--- src/rtl/pipelined_add_sub.sv ---
// Pipelined ripple-carry adder/subtractor: one CW-bit chunk per stage, carry
// registered between stages, global stall from the output handshake.
module pipelined_add_sub #(
    parameter int WIDTH  = 16,
    parameter int STAGES = 4
) (
    input  logic             clk,
    input  logic             rst,
    input  logic             in_valid,
    output logic             in_ready,
    input  logic [WIDTH-1:0] a,
    input  logic [WIDTH-1:0] b,
    input  logic             cin,
    input  logic             sub,
    output logic             out_valid,
    input  logic             out_ready,
    output logic [WIDTH-1:0] sum,
    output logic             cout,
    output logic             overflow
);
    localparam int CW = WIDTH / STAGES;

    // Stage k register: full operands (upper chunks act as the skew line),
    // partial result with chunks 0..k filled in, and the chunk carry-out.
    logic [STAGES-1:0][WIDTH-1:0] a_q, b_q, res_q;
    logic [STAGES-1:0]            c_q, sub_q, vld_pipe;
    logic                         cout_q, ovf_q;

    logic [STAGES-1:0][WIDTH-1:0] a_in, b_in, res_in, res_nx;
    logic [STAGES-1:0]            c_in, sub_in, vld_in, c_nx;
    logic [STAGES-1:0][CW:0]      chunk;
    logic                         cout_nx, ovf_nx;
    logic                         adv;

    assign adv       = !vld_pipe[STAGES-1] || out_ready;
    assign in_ready  = adv;
    assign out_valid = vld_pipe[STAGES-1];
    assign sum       = res_q[STAGES-1];
    assign cout      = cout_q;
    assign overflow  = ovf_q;

    always_comb begin
        // Subtract is a + ~b + ~cin; the stored b is already the effective one.
        a_in[0]   = a;
        b_in[0]   = sub ? ~b : b;
        c_in[0]   = cin ^ sub;
        sub_in[0] = sub;
        vld_in[0] = in_valid;
        res_in[0] = '0;
        for (int k = 1; k < STAGES; k++) begin
            a_in[k]   = a_q[k-1];
            b_in[k]   = b_q[k-1];
            c_in[k]   = c_q[k-1];
            sub_in[k] = sub_q[k-1];
            vld_in[k] = vld_pipe[k-1];
            res_in[k] = res_q[k-1];
        end
        for (int k = 0; k < STAGES; k++) begin
            chunk[k] = {1'b0, a_in[k][k*CW +: CW]} + {1'b0, b_in[k][k*CW +: CW]}
                     + {{CW{1'b0}}, c_in[k]};
            c_nx[k]   = chunk[k][CW];
            res_nx[k] = res_in[k];
            res_nx[k][k*CW +: CW] = chunk[k][CW-1:0];
        end
        cout_nx = c_nx[STAGES-1] ^ sub_in[STAGES-1];
        // Carry into the MSB is recovered as a ^ b ^ sum at that bit.
        ovf_nx  = a_in[STAGES-1][WIDTH-1] ^ b_in[STAGES-1][WIDTH-1]
                ^ res_nx[STAGES-1][WIDTH-1] ^ c_nx[STAGES-1];
    end

    always_ff @(posedge clk) begin
        if (rst) begin
            a_q      <= '0;
            b_q      <= '0;
            res_q    <= '0;
            c_q      <= '0;
            sub_q    <= '0;
            vld_pipe <= '0;
            cout_q   <= 1'b0;
            ovf_q    <= 1'b0;
        end else if (adv) begin
            a_q      <= a_in;
            b_q      <= b_in;
            res_q    <= res_nx;
            c_q      <= c_nx;
            sub_q    <= sub_in;
            vld_pipe <= vld_in;
            cout_q   <= cout_nx;
            ovf_q    <= ovf_nx;
        end
    end
endmodule

--- config.mk ---
export PLATFORM = sky130hd
export DESIGN_NAME = pipelined_add_sub
export DESIGN_NICKNAME = d
export VERILOG_FILES = /design/src/rtl/pipelined_add_sub.sv
export SDC_FILE = /design/constraint.sdc
export NUM_CORES = 1
export LEC_CHECK = 0
export BUFFER_PORTS_ARGS = -buffer_cell sky130_fd_sc_hd__buf_2
export CELL_PAD_IN_SITES_DETAIL_PLACEMENT = 0
export CELL_PAD_IN_SITES_GLOBAL_PLACEMENT = 1
export CORE_MARGIN = 4
export CORE_UTILIZATION = 30
export DETAILED_ROUTE_END_ITERATION = 10
export MAX_ROUTING_LAYER = met4
export PLACE_DENSITY_LB_ADDON = 0.3
export SYNTH_ARGS = -nofsm -noshare
export SYNTH_HDL_FRONTEND = slang
export SYNTH_SLANG_ARGS = --single-unit
--- constraint.sdc ---
create_clock -name clk -period 2.5 [get_ports clk]
set_input_delay 0.25 -clock clk [delete_from_list [all_inputs] [get_ports clk]]
set_output_delay 0.25 -clock clk [all_outputs]
set_load 0.1 [all_outputs]
# Yosys cells after proc, flatten, opt, wreduce, memory -nomap -nowiden
# Index checks and enable logic that the tools add are counted.
# word_totals
regBits	148
input_bits	38
output_inout_bits	20
# op_classes
muxes	1
reduce_logical	2
bitwise	6
n_addsub	8
# op_table
cell	count
$add 4x4->5	4
$add 5x1->5	4
$mux 16	1
$not 16->16	1
$xor 1x1->1	5
$logic_not 1->1	1
$logic_or 1x1->1	1

# Longest topological paths before layout
# Gate-level depths: netlist of run 1.
# logic_depth
depth_word	4
mapped_depth	8
mapped_depth_nobuf	7

# Worst setup path before layout of run 1
# Ideal clock, no wire load.
# synth_path
path_type	input port to flip-flop
startpoint	in sub
endpoint	reg c_q[0]
arrival_time_ns	2.029
path_stages	8
n_path_buf	2
slack_ns	0.339
required_time_ns	2.368
setup_time_ns	0.132
cell_sequence	buf_4 buf_4 xor2_1 fa_1 fa_1 a21o_1 a211oi_1 nor3_1
# synth_between
elab_chain_len	3
# synth_lines
element	line	source
from (decl)	14	input logic sub,
$mux 16	45	b_in[0] = sub ? ~b : b;
$add 4x4->5	59	chunk[k] = {1'b0, a_in[k][k*CW +: CW]} + {1'b0, b_in[k][k*CW +: CW]}
$add 5x1->5 *	60	+ {{CW{1'b0}}, c_in[k]};
to (signal assigned)	85	c_q <= c_nx;
to (decl)	26	logic [STAGES-1:0] c_q, sub_q, vld_pipe;
# Every way passes the cells marked *; elsewhere a longest branch is shown, timed or not.
# A chain may end at the register's enable or synchronous reset.

# Worst setup path after layout of run 1
# layout_path
startpoint	reg a_q, in the netlist a_in[60]
endpoint	reg ovf_q (netlist: overflow)
# layout_between
elab_chain_len	4
# layout_lines
element	line	source
from (decl)	25	logic [STAGES-1:0][WIDTH-1:0] a_q, b_q, res_q;
from (signal assigned)	82	a_q <= a_in;
$add 4x4->5 *	59	
$add 5x1->5 *	60	
$xor 1x1->1	68	^ res_nx[STAGES-1][WIDTH-1] ^ c_nx[STAGES-1];
$xor 1x1->1 *	68	
to (signal assigned)	89	ovf_q <= ovf_nx;
to (decl)	27	logic cout_q, ovf_q;
# Marked as above.

==> results of run 1 <==
-- layout make-up --
cell class / count / area [µm²]
fill: 1453 / 8944
sequential: 100 / 2002
multi-input combinational: 342 / 1996
timing repair buffer: 64 / 365.4
clock buffer: 11 / 242.7
tap: 180 / 225.2
clock inverter: 5 / 85.08
inverter: 5 / 21.27
-- layer usage --
metal	up-vias	part of all wire, %
met3	14	3.6
met4	0	2.4
li1	1674	-
met5	-	0
met2	40	47
met1	1482	47
-- worst min-delay path: stages --
cell and delay (ns):
buf_2 0.09, nand2_1 0.04, a21oi_1 0.05
-- Yosys cell counts, drive strengths merged --
cell type / n / area, µm²
nand2: 147 / 551.8
dfxtp: 100 / 2002
a21oi: 79 / 402.9
buf: 26 / 200.2
nor2: 24 / 90.09
a211oi: 20 / 230.2
xnor2: 16 / 140.1
ha: 12 / 150.1
clkbuf: 10 / 37.54
fa: 8 / 160.2
a21o: 7 / 52.55
xor2: 7 / 61.31
inv: 5 / 21.27
nand3b: 5 / 37.54
nand3: 3 / 15.01
nand4b: 3 / 26.28
or4: 3 / 22.52
nor2b: 2 / 20.02
nor3: 2 / 10.01
o21ai: 2 / 10.01
o31ai: 2 / 15.01
-- power by group through the flow --
| stage | sequential [µW] | combinational, µW | clock [µW] |
|---|---|---|---|
| CTS | 1750 | 430 | 1580 |
| detailed placement | 1790 | 426 | 0 |
| finish | 1750 | 421 | 1510 |
| global placement | 1790 | 421 | 0 |
| global route | 1770 | 477 | 1650 |
| floorplan | 1860 | 246 | 0 |
-- worst paths after layout --
kind	startpoint	to	slack [ns]	cells past startpoint
worst max-delay path	a_in[60]	overflow	0.52	6
worst min-delay path	a[11]	a_in[27]	0.14	3
worst max register to register	a_in[60]	overflow	0.52	6
worst min register to register	sum[0]	sum[0]	0.45	2
-- state kept, by name, indices dropped and copies added, names as in the netlist --
name and count:
overflow 1, cout 1, a_in 24, res_in 24, vld_pipe 4, sum 16, c_q 3, sub_q 3
b_in 24
-- kinds of logic (layout without fill, tap and decap cells) --
group	after synthesis	in the layout	share of synthesized area [%]
and+or+nand+nor	189	189	18.17
AOI/OAI and AO/OA	110	110	16.70
DFF	100	100	47.03
buffers and inverters	41	85	6.085
xor gates and xnor gates	23	23	4.732
adders and majority gates	20	20	7.290
-- through the flow --
| stage | total power, µW | hold WS, ns | util, % | cells |
|---|---|---|---|---|
| CTS | 3762 | 0.1217 | 35.57 | 707 |
| global route | 3891 | 0.1315 | 35.57 | 707 |
| finish | 3682 | 0.1370 | 35.57 | 707 |
| global placement | 2209 | 0.4351 | 33.21 | 691 |
| detailed placement | 2216 | 0.4435 | 33.21 | 691 |
| floorplan | 2110 | 0.3905 | - | 483 |
-- cell usage in the layout, fill, tap and decap left out, types with 3 or more instances in the layout --
cell / netlist / routed
nand2_1: 147 / 147
dfxtp_1: 100 / 100
a21oi_1: 77 / 77
buf_2: 10 / 56
nor2_1: 24 / 24
xnor2_1: 16 / 16
a211oi_2: 16 / 16
ha_1: 12 / 12
clkbuf_16: 0 / 9
fa_1: 8 / 8
xor2_1: 7 / 7
a21o_1: 7 / 7
buf_4: 8 / 6
nand3b_1: 5 / 5
inv_1: 4 / 4
a211oi_1: 4 / 4
or4_1: 3 / 3
nand4b_1: 3 / 3
nand3_1: 3 / 3
==> results by group, run 1 <==
CTS
  • Hold_buf cts: 0
  • Clock latency on the worst-skew pair: 0.35 ns
  • Clk sinks: 100
  • Reg clk slew, reported paths: 0.07 ns
  • CTS Root Cell: clkbuf_16
  • Setup repair bufs after CTS: 0
  • CTS tree: done
  • Clk buf depth: 2
  • H-tree Lvls: 3
  • Total CTS buffers: 9
  • Post-CTS resize count: 0

Global routing
  • First-pass GRT wire length: 14.82 mm
  • Largest net degree at the start of global routing: 90
  • Global-route met1 utilization: 14.07%
  • Vias in the first global route: 3099
  • Most Crowded Layer GR: met2
  • Initial antenna violation count: 0
  • GRT overflow: 0
  • Met2 usage: 18.34%
  • Overall Global Routing Usage: 11.80%
  • Met3 usage in global routing: 4.181%

Floorplanning
  • Die Wd: 127.1 µm
  • # IOs: 58
  • Starting Density: 30.67%
  • Die height: 127.1 µm
  • Die ar.: 16160 µm²
  • Row count: 43
  • Core ar.: 13880 µm²

Route
  • Antenna-violating nets left: 0
  • DR vias/cell: 4.540
  • Final wirelength: 8.583 mm
  • Total number of vias: 3210
  • Drt drc: 0
  • Initial drt markers: 171
  • Drt wl/cell: 12.14 µm
  • Drt pass-1 iters: 4

Cells and area
  • Area Growth Syn to Fin: 15.99%
  • Final-stage net count: 580
  • Layout cells sized above 1: 18.79%
  • Finished layout cell area: 4937 µm²
  • N_diodes: 0

Power
  • Clock power frac: 41.0%
  • Pwr dens: 745.8 nW/µm²
  • Worst vdd ir: 0.0003928 V
  • Sequential Power Share: 47.6%
  • Int Power: 2764 µW
  • P_leak: 0.002045 µW
  • Sw Pwr: 918.0 µW
  • Net Sw Frac: 24.93%
  • Comb power frac: 11.4%

Place
  • DP Worst Slack: 0.4437 ns
  • RD Place Congestion: 0.7091
  • PortBufs: 57
  • Area after DPL: 4609 µm²
  • Placed wire-length estimate: 5.567 mm

Worst setup path
  • Critical Path Most Common Cell: fa_1
  • Critical Path RT: 2.71 ns
  • Startpoint types: flop
  • Delay-heaviest family, CP: adder cells
  • CP max FO: 2
  • Worst-path cell chain: fa_1 -> fa_1 -> a21o_1 -> a21oi_2 -> xnor2_1 -> a211oi_2
  • Kind of critical path: flop to flop
  • Slowest-stage cell, CP: fa_1
  • CP bufs+invs: 0
  • CP endpoint kind: flop
  • Crit path largest cell delay: 0.46 ns
  • WP data arrival: 2.18 ns

Worst hold path
  • Min-delay worst type: primary input to flop

Yosys
  • Register bit total from synthesis: 100
  • Yosys cell types: 27
  • Mapped Area: 4257 µm²
  • Post-Syn Nets: 541
  • Syn_area_per_cell: 8.813 µm²
  • Synth warn: 0
  • Post-Synthesis Cells: 483
  • Register area share after synthesis: 47.03%

Run
  • Max Cap Viol: 0

Timing
  • Final setup skew: 0.007368 ns
  • Final hold vios: 0
  • Final Cycle Share: 79.11%
  • Final WS setup: 0.5222 ns
  • Sum Neg Setup Slack: 0 ns
  • Slew at the pin closest to its max-slew limit: 0.7216 ns
  • RSZ-0062 raised after global routing: false
  • Slew HR: 51.89%
  • Peak Freq: 505.6 MHz
  • Slew Limit Fails: 0
  • Final Critical Period: 1.978 ns
  • Final Setup Violations: 0

Status
  • Status: complete, no violations
Note: power is estimated with default switching activity, not from simulation.
==> inputs of run 2 (changes only) <==
==> constraint.sdc (replaced) <==
create_clock -name clk -period 1.6 [get_ports clk]
set_input_delay 0.16 -clock clk [delete_from_list [all_inputs] [get_ports clk]]
set_output_delay 0.16 -clock clk [all_outputs]
set_load 0.1 [all_outputs]
==> run 2 against run 1 <==
The flow now finishes with violations (negative setup slack); sequential share of layout area shrank 1.4 points; clock skew shrank 0.0026 ns; sequential power is 57% higher; utilization is 1.5 points higher; sequential cell count unchanged; critical path depth stayed put; design area up 4.2%; combinational power rose by 69%; worst setup slack got worse by 0.71 ns; die area stayed put; first-iteration DRC count is 19% lower; critical path type unchanged; critical endpoint unchanged.
==> results by group, run 2 (synthesized netlist as in run 1, its figures left out) <==
Worst hold path
  • Min-delay worst type: primary input to flop
  • Hold Crit Depth: 3 (unchanged)

Route
  • Total number of vias: 3292 (+2.6%)
  • Initial drt markers: 138 (-19%)
  • Drt pass-1 iters: 4 (unchanged)
  • Antenna-violating nets left: 0 (unchanged)
  • DR vias/cell: 4.547 (+0.15%)
  • Drt wl/cell: 12.49 µm (+2.9%)
  • Final wirelength: 9.045 mm (+5.4%)
  • Drt drc: 0 (unchanged)

Timing
  • Final Cycle Share: 111.6% (+32 points)
  • Slew HR: 66.34% (+14 points)
  • Final hold vios: 0 (unchanged)
  • Final Setup Violations: 5 (+5)
  • Final WS setup: -0.1856 ns (-0.7078 ns)
  • RSZ-0062 raised after global routing: true
  • Slew at the pin closest to its max-slew limit: 0.5084 ns (-0.2131 ns)
  • Final Critical Period: 1.786 ns (-0.1922 ns)
  • Slew Limit Fails: 0 (unchanged)
  • Peak Freq: 560.0 MHz (+11%)
  • Final setup skew: 0.004815 ns (-0.002553 ns)
  • Worst hold margin: 0.05668 ns (-0.08027 ns)

Global routing
  • Overall Global Routing Usage: 12.19% (+0.40 points)
  • Largest net degree at the start of global routing: 53 (-41%)
  • Vias in the first global route: 3321 (+7.2%)
  • First-pass GRT wire length: 15.41 mm (+4.0%)
  • GRT overflow: 0 (unchanged)
  • Initial antenna violation count: 0 (unchanged)

Cells and area
  • Area of the multi-input gates: 2043 µm² (+2.4%)
  • Filler cell count: 1470 (+1.2%)
  • Finished layout cell area: 5144 µm² (+4.2%)
  • Layout cells sized above 1: 25.18% (+6.4 points)
  • Most frequent cells in the layout: nand2_1, dfxtp_1, a21oi_1
  • N_diodes: 0 (unchanged)
  • Final Util: 37.06% (+1.5 points)
  • Final-stage net count: 598 (+3.1%)
  • Area Growth Syn to Fin: 20.84%
  • Register Area: 2016 µm² (+0.69%)
  • Commonest non-fill, non-tap cell in the layout: nand2_1

Floorplanning
  • Die height: 127.1 µm (unchanged)
  • Core ar.: 13880 µm² (unchanged)
  • Die Wd: 127.1 µm (unchanged)
  • Row count: 43 (unchanged)
  • Die ar.: 16160 µm² (unchanged)
  • # IOs: 58 (unchanged)
  • Starting Density: 30.67% (unchanged)

CTS
  • CTS Root Cell: clkbuf_16
  • CTS tree: done
  • Clock latency on the worst-skew pair: 0.35 ns (about the same)
  • Reg clk slew, reported paths: 0.06 ns (about the same)
  • Clk sinks: 100 (unchanged)
  • Clk buf depth: 2 (unchanged)
  • Hold_buf cts: 0 (unchanged)
  • Total CTS buffers: 9 (unchanged)
  • H-tree Lvls: 3 (unchanged)

Worst setup path
  • WP data arrival: 2.01 ns (-0.17 ns)
  • R2R cell count: 6 (unchanged)
  • Worst-path cell chain: fa_2 -> fa_2 -> a21o_1 -> a21oi_2 -> xnor2_1 -> a211oi_2
  • Critical Path Most Common Cell: fa_2
  • CP max FO: 2 (unchanged)
  • Slowest-stage cell, CP: fa_2
  • Crit path largest cell delay: 0.39 ns (-0.07 ns)
  • CP endpoint kind: flop
  • Startpoint types: flop
  • Critical Path RT: 1.83 ns (-0.88 ns)
  • Kind of critical path: flop to flop

Place
  • DP Worst Slack: -0.2439 ns (-0.6877 ns)
  • Area after DPL: 4800 µm² (+4.1%)
  • Placed wire-length estimate: 6.305 mm (+13%)
  • PortBufs: 57 (unchanged)
  • RD Place Congestion: 0.7665 (+8.1%)

Power
  • Pwr dens: 1088 nW/µm² (+46%)
  • Worst vdd ir: 0.0005101 V (+30%)
  • P_leak: 0.002146 µW (+4.9%)

Status
  • Status: finished with violations
  • Failing checks: negative setup slack

Run
  • Max Cap Viol: 0 (unchanged)
-- run 2: cell count changes in the layout (fill, tap and decap cells not counted), sizes merged --
cell and delta:
clkbuf -1, clkinv +1, inv +1, clkinvlp -1, buf +18, bufinv -1
-- run 2: layout make-up --
cell class	instances	share of cell area [%]
multi-input combinational	342	39.72
sequential	100	39.19
timing repair buffer	82	10.65
clock buffer	10	4.646
tap	180	4.378
clock inverter	5	0.9973
inverter	5	0.4135
-- run 2: metal layers --
| layer | part of all wire, % | GRT usage, % | vias up |
|---|---|---|---|
| met5 | 0 | - | - |
| li1 | - | - | 1703 |
| met1 | 46 | 14.35 | 1541 |
| met3 | 2.9 | 3.010 | 9 |
| met2 | 49 | 20.14 | 39 |
| met4 | 1.7 | 4.732 | 0 |
-- run 2: what timing repair did --
| item | in CTS | in global routing |
|---|---|---|
| buffers inserted | 0 | 3 |
| endpoints found under the setup margin | 5 | 9 |
| pin swaps | 10 | 5 |
| resized for setup | 3 | 10 |
-- run 2: worst max-delay path, delay by kind of cell (launching register included) --
family	cells	cell delay, ns
AO/OA/AOI/OAI	3	0.43
XOR/XNOR	1	0.16
adder cells (fa/ha/maj)	2	0.74
flip-flops	1	0.33
-- run 2: path summary, 6_finish.rpt --
kind | from | to | slack (ns)
worst max-delay path | a_in[60] | overflow | -0.19
worst min-delay path | a[13] | a_in[29] | 0.06
worst max register to register | a_in[60] | overflow | -0.19
worst min register to register | sum[9] | sum[9] | 0.45
-- run 2: power breakdown --
group          switching (µW)  internal (µW)
registers                88.9           2650
clock network             904           1240
logic                     425            286
-- run 2: stage by stage --
step / TNS, ns / std cells / total power [µW]
3_5_place_dp: -1.252 / 706 / 3507
4_1_cts: -0.4372 / 721 / 5689
2_1_floorplan: -0.9525 / 483 / 3314
3_3_place_gp: -0.9894 / 706 / 3495
5_1_grt: -1.003 / 724 / 5890
6_report: -0.5472 / 724 / 5594
==> inputs of run 3 (changes only) <==
--- a/config.mk
+++ b/config.mk
@@ -12,7 +12,7 @@
 export CORE_UTILIZATION = 30
 export DETAILED_ROUTE_END_ITERATION = 10
 export MAX_ROUTING_LAYER = met4
-export PLACE_DENSITY_LB_ADDON = 0.3
+export PLACE_DENSITY = 0.69
 export SYNTH_ARGS = -nofsm -noshare
 export SYNTH_HDL_FRONTEND = slang
 export SYNTH_SLANG_ARGS = --single-unit
==> constraint.sdc (replaced) <==
create_clock -name clk -period 1.5 [get_ports clk]
set_input_delay 0.15 -clock clk [delete_from_list [all_inputs] [get_ports clk]]
set_output_delay 0.15 -clock clk [all_outputs]
set_load 0.1 [all_outputs]
==> run 3 against run 2 <==
The flow still finishes with violations (negative setup slack); clock-buffer cell count up 1; clock skew up 0.0026 ns; power up 7.6%; combinational power up 7.6%; final cell count up 0.14%; critical endpoint unchanged; largest power group unchanged; highest routed layer unchanged.
==> results by group, run 3 (synthesized netlist as in run 1, its figures left out) <==
Route
  • Antenna-violating nets left: 0 (unchanged)
  • Final wirelength: 9.191 mm (+1.6%)
  • Drt drc: 0 (unchanged)
  • Total number of vias: 3332 (+1.2%)
  • Drt pass-1 iters: 4 (unchanged)
  • Drt wl/cell: 12.68 µm (+1.5%)
  • DR vias/cell: 4.596 (+1.1%)
  • Initial drt markers: 205 (+49%)

CTS
  • Clock latency on the worst-skew pair: 0.34 ns (about the same)
  • H-tree Lvls: 3 (unchanged)
  • CTS tree: done
  • Clk buf depth: 2 (unchanged)
  • Reg clk slew, reported paths: 0.07 ns (about the same)
  • Clk sinks: 100 (unchanged)
  • Total CTS buffers: 9 (unchanged)
  • CTS Root Cell: clkbuf_16

Cells and area
  • Most frequent cells in the layout: nand2_1, dfxtp_1, a21oi_1
  • Layout cells sized above 1: 25.69% (+0.50 points)
  • Filler cell count: 1435 (-2.4%)
  • Area Growth Syn to Fin: 22.66%
  • Final-stage net count: 598 (unchanged)
  • N_diodes: 0 (unchanged)
  • Commonest non-fill, non-tap cell in the layout: nand2_1
  • Finished layout cell area: 5221 µm² (+1.5%)

Global routing
  • Vias in the first global route: 3392 (+2.1%)
  • GRT overflow: 0 (unchanged)
  • Initial antenna violation count: 0 (unchanged)
  • First-pass GRT wire length: 15.75 mm (+2.1%)
  • Overall Global Routing Usage: 12.26% (+0.069 points)
  • Largest net degree at the start of global routing: 46 (-13%)

Power
  • Pwr dens: 1153 nW/µm² (+6.0%)
  • P_leak: 0.002180 µW (+1.6%)
  • Worst vdd ir: 0.0004964 V (-2.7%)

Worst setup path
  • R2r endpoint: overflow
  • R2R cell count: 6 (unchanged)
  • Startpoint types: flop
  • Slowest-stage cell, CP: fa_2
  • WP data arrival: 2.01 ns (about the same)
  • Reg2reg start: a_in[60]
  • CP max FO: 2 (unchanged)
  • CP endpoint kind: flop
  • Critical Path Most Common Cell: fa_2
  • Crit path largest cell delay: 0.40 ns (about the same)
  • Kind of critical path: flop to flop
  • R2r setup slk: -0.29 ns (-0.10 ns)
  • Worst-path cell chain: fa_2 -> fa_2 -> a21o_1 -> a21oi_2 -> xnor2_1 -> a211oi_2
  • Critical Path RT: 1.73 ns (-0.10 ns)

Worst hold path
  • Min-delay worst type: primary input to flop
  • Hold_sp: a[13]
  • Hold endpoint: a_in[29]
  • Hold Crit Depth: 3 (unchanged)

Floorplanning
  • Die Wd: 127.1 µm (unchanged)
  • Starting Density: 30.67% (unchanged)
  • Die ar.: 16160 µm² (unchanged)
  • Die height: 127.1 µm (unchanged)
  • Row count: 43 (unchanged)
  • # IOs: 58 (unchanged)
  • Core ar.: 13880 µm² (unchanged)

Timing
  • RSZ-0062 raised after global routing: true
  • Final WS setup: -0.2868 ns (-0.1011 ns)
  • Final Cycle Share: 119.1% (+7.5 points)
  • Slew Limit Fails: 0 (unchanged)
  • Final Critical Period: 1.787 ns (+0.001136 ns)
  • Peak Freq: 559.7 MHz (about the same)
  • Final setup skew: 0.007381 ns (+0.002566 ns)
  • Final hold vios: 0 (unchanged)
  • Slew HR: 66.29% (about the same)
  • Final Setup Violations: 6 (+1)
  • Sum Neg Setup Slack: -1.173 ns (-0.6254 ns)
  • Slew at the pin closest to its max-slew limit: 0.5092 ns (+0.0007823 ns)

Place
  • Placed wire-length estimate: 6.243 mm (-0.98%)
  • RD Place Congestion: 0.7606 (-0.77%)
  • PortBufs: 57 (unchanged)
  • Area after DPL: 4775 µm² (-0.52%)
  • DP Worst Slack: -0.3409 ns (-0.09700 ns)

Status
  • Status: finished with violations
  • Failing checks: negative setup slack

Run
  • Max Cap Viol: 0 (unchanged)
==> run 3: stage by stage <==
stage / hold WS (ns) / utilization, % / total power (µW) / std cells
floorplan: 0.2905 / - / 3535 / 483
global placement: 0.3974 / 34.40 / 3722 / 701
detailed placement: 0.4047 / 34.40 / 3737 / 701
CTS: 0.03131 / 37.25 / 6113 / 721
global route: 0.06274 / 37.61 / 6284 / 725
finish: 0.04587 / 37.61 / 6021 / 725
==> run 3: cell type report <==
cell class | count | area, µm² | share of cell area (%)
Multi-Input combinational cell | 342 | 2063 | 39.52
Sequential cell | 100 | 2013 | 38.56
Timing Repair Buffer | 82 | 593.1 | 11.36
Clock buffer | 11 | 242.7 | 4.649
Tap cell | 180 | 225.2 | 4.313
Clock inverter | 5 | 57.56 | 1.102
Inverter | 5 | 26.28 | 0.5032
==> run 3: worst max path at each step <==
stage	start	to	cells past startpoint
6_report	a_in[60]	overflow	6
5_1_grt	a_in[60]	overflow	6
4_1_cts	a_in[60]	overflow	6
3_5_place_dp	c_q[2]	cout	6
3_3_place_gp	sub	c_q[0]	7
2_1_floorplan	sub	c_q[0]	8
==> run 3: critical path, delay by kind of cell (launching register included) <==
family | cells | cell delay [ns]
adders and majority gates | 2 | 0.75
xor gates and xnor gates | 1 | 0.16
DFF | 1 | 0.33
AOI/OAI and AO/OA | 3 | 0.43
==> run 3: power by group <==
part	switching, µW	internal, µW
Clock	987	1340
Combinational	455	309
Sequential	96.3	2830
==> run 3: routing by layer <==
metal | vias up | wire length [µm] | GRT usage, %
met2 | 53 | 4278 | 19.52
li1 | 1713 | - | -
met3 | 17 | 335 | 2.885
met4 | 0 | 235 | 5.678
met1 | 1549 | 4342 | 14.76
met5 | - | 0 | -
==> run 3: repair_timing <==
action,in CTS,in global routing
hold buffers,0,0
setup endpoints to repair,12,29
gates cloned,1,0
gates resized for setup,15,7
pin swaps,17,8
setup buffers,3,4
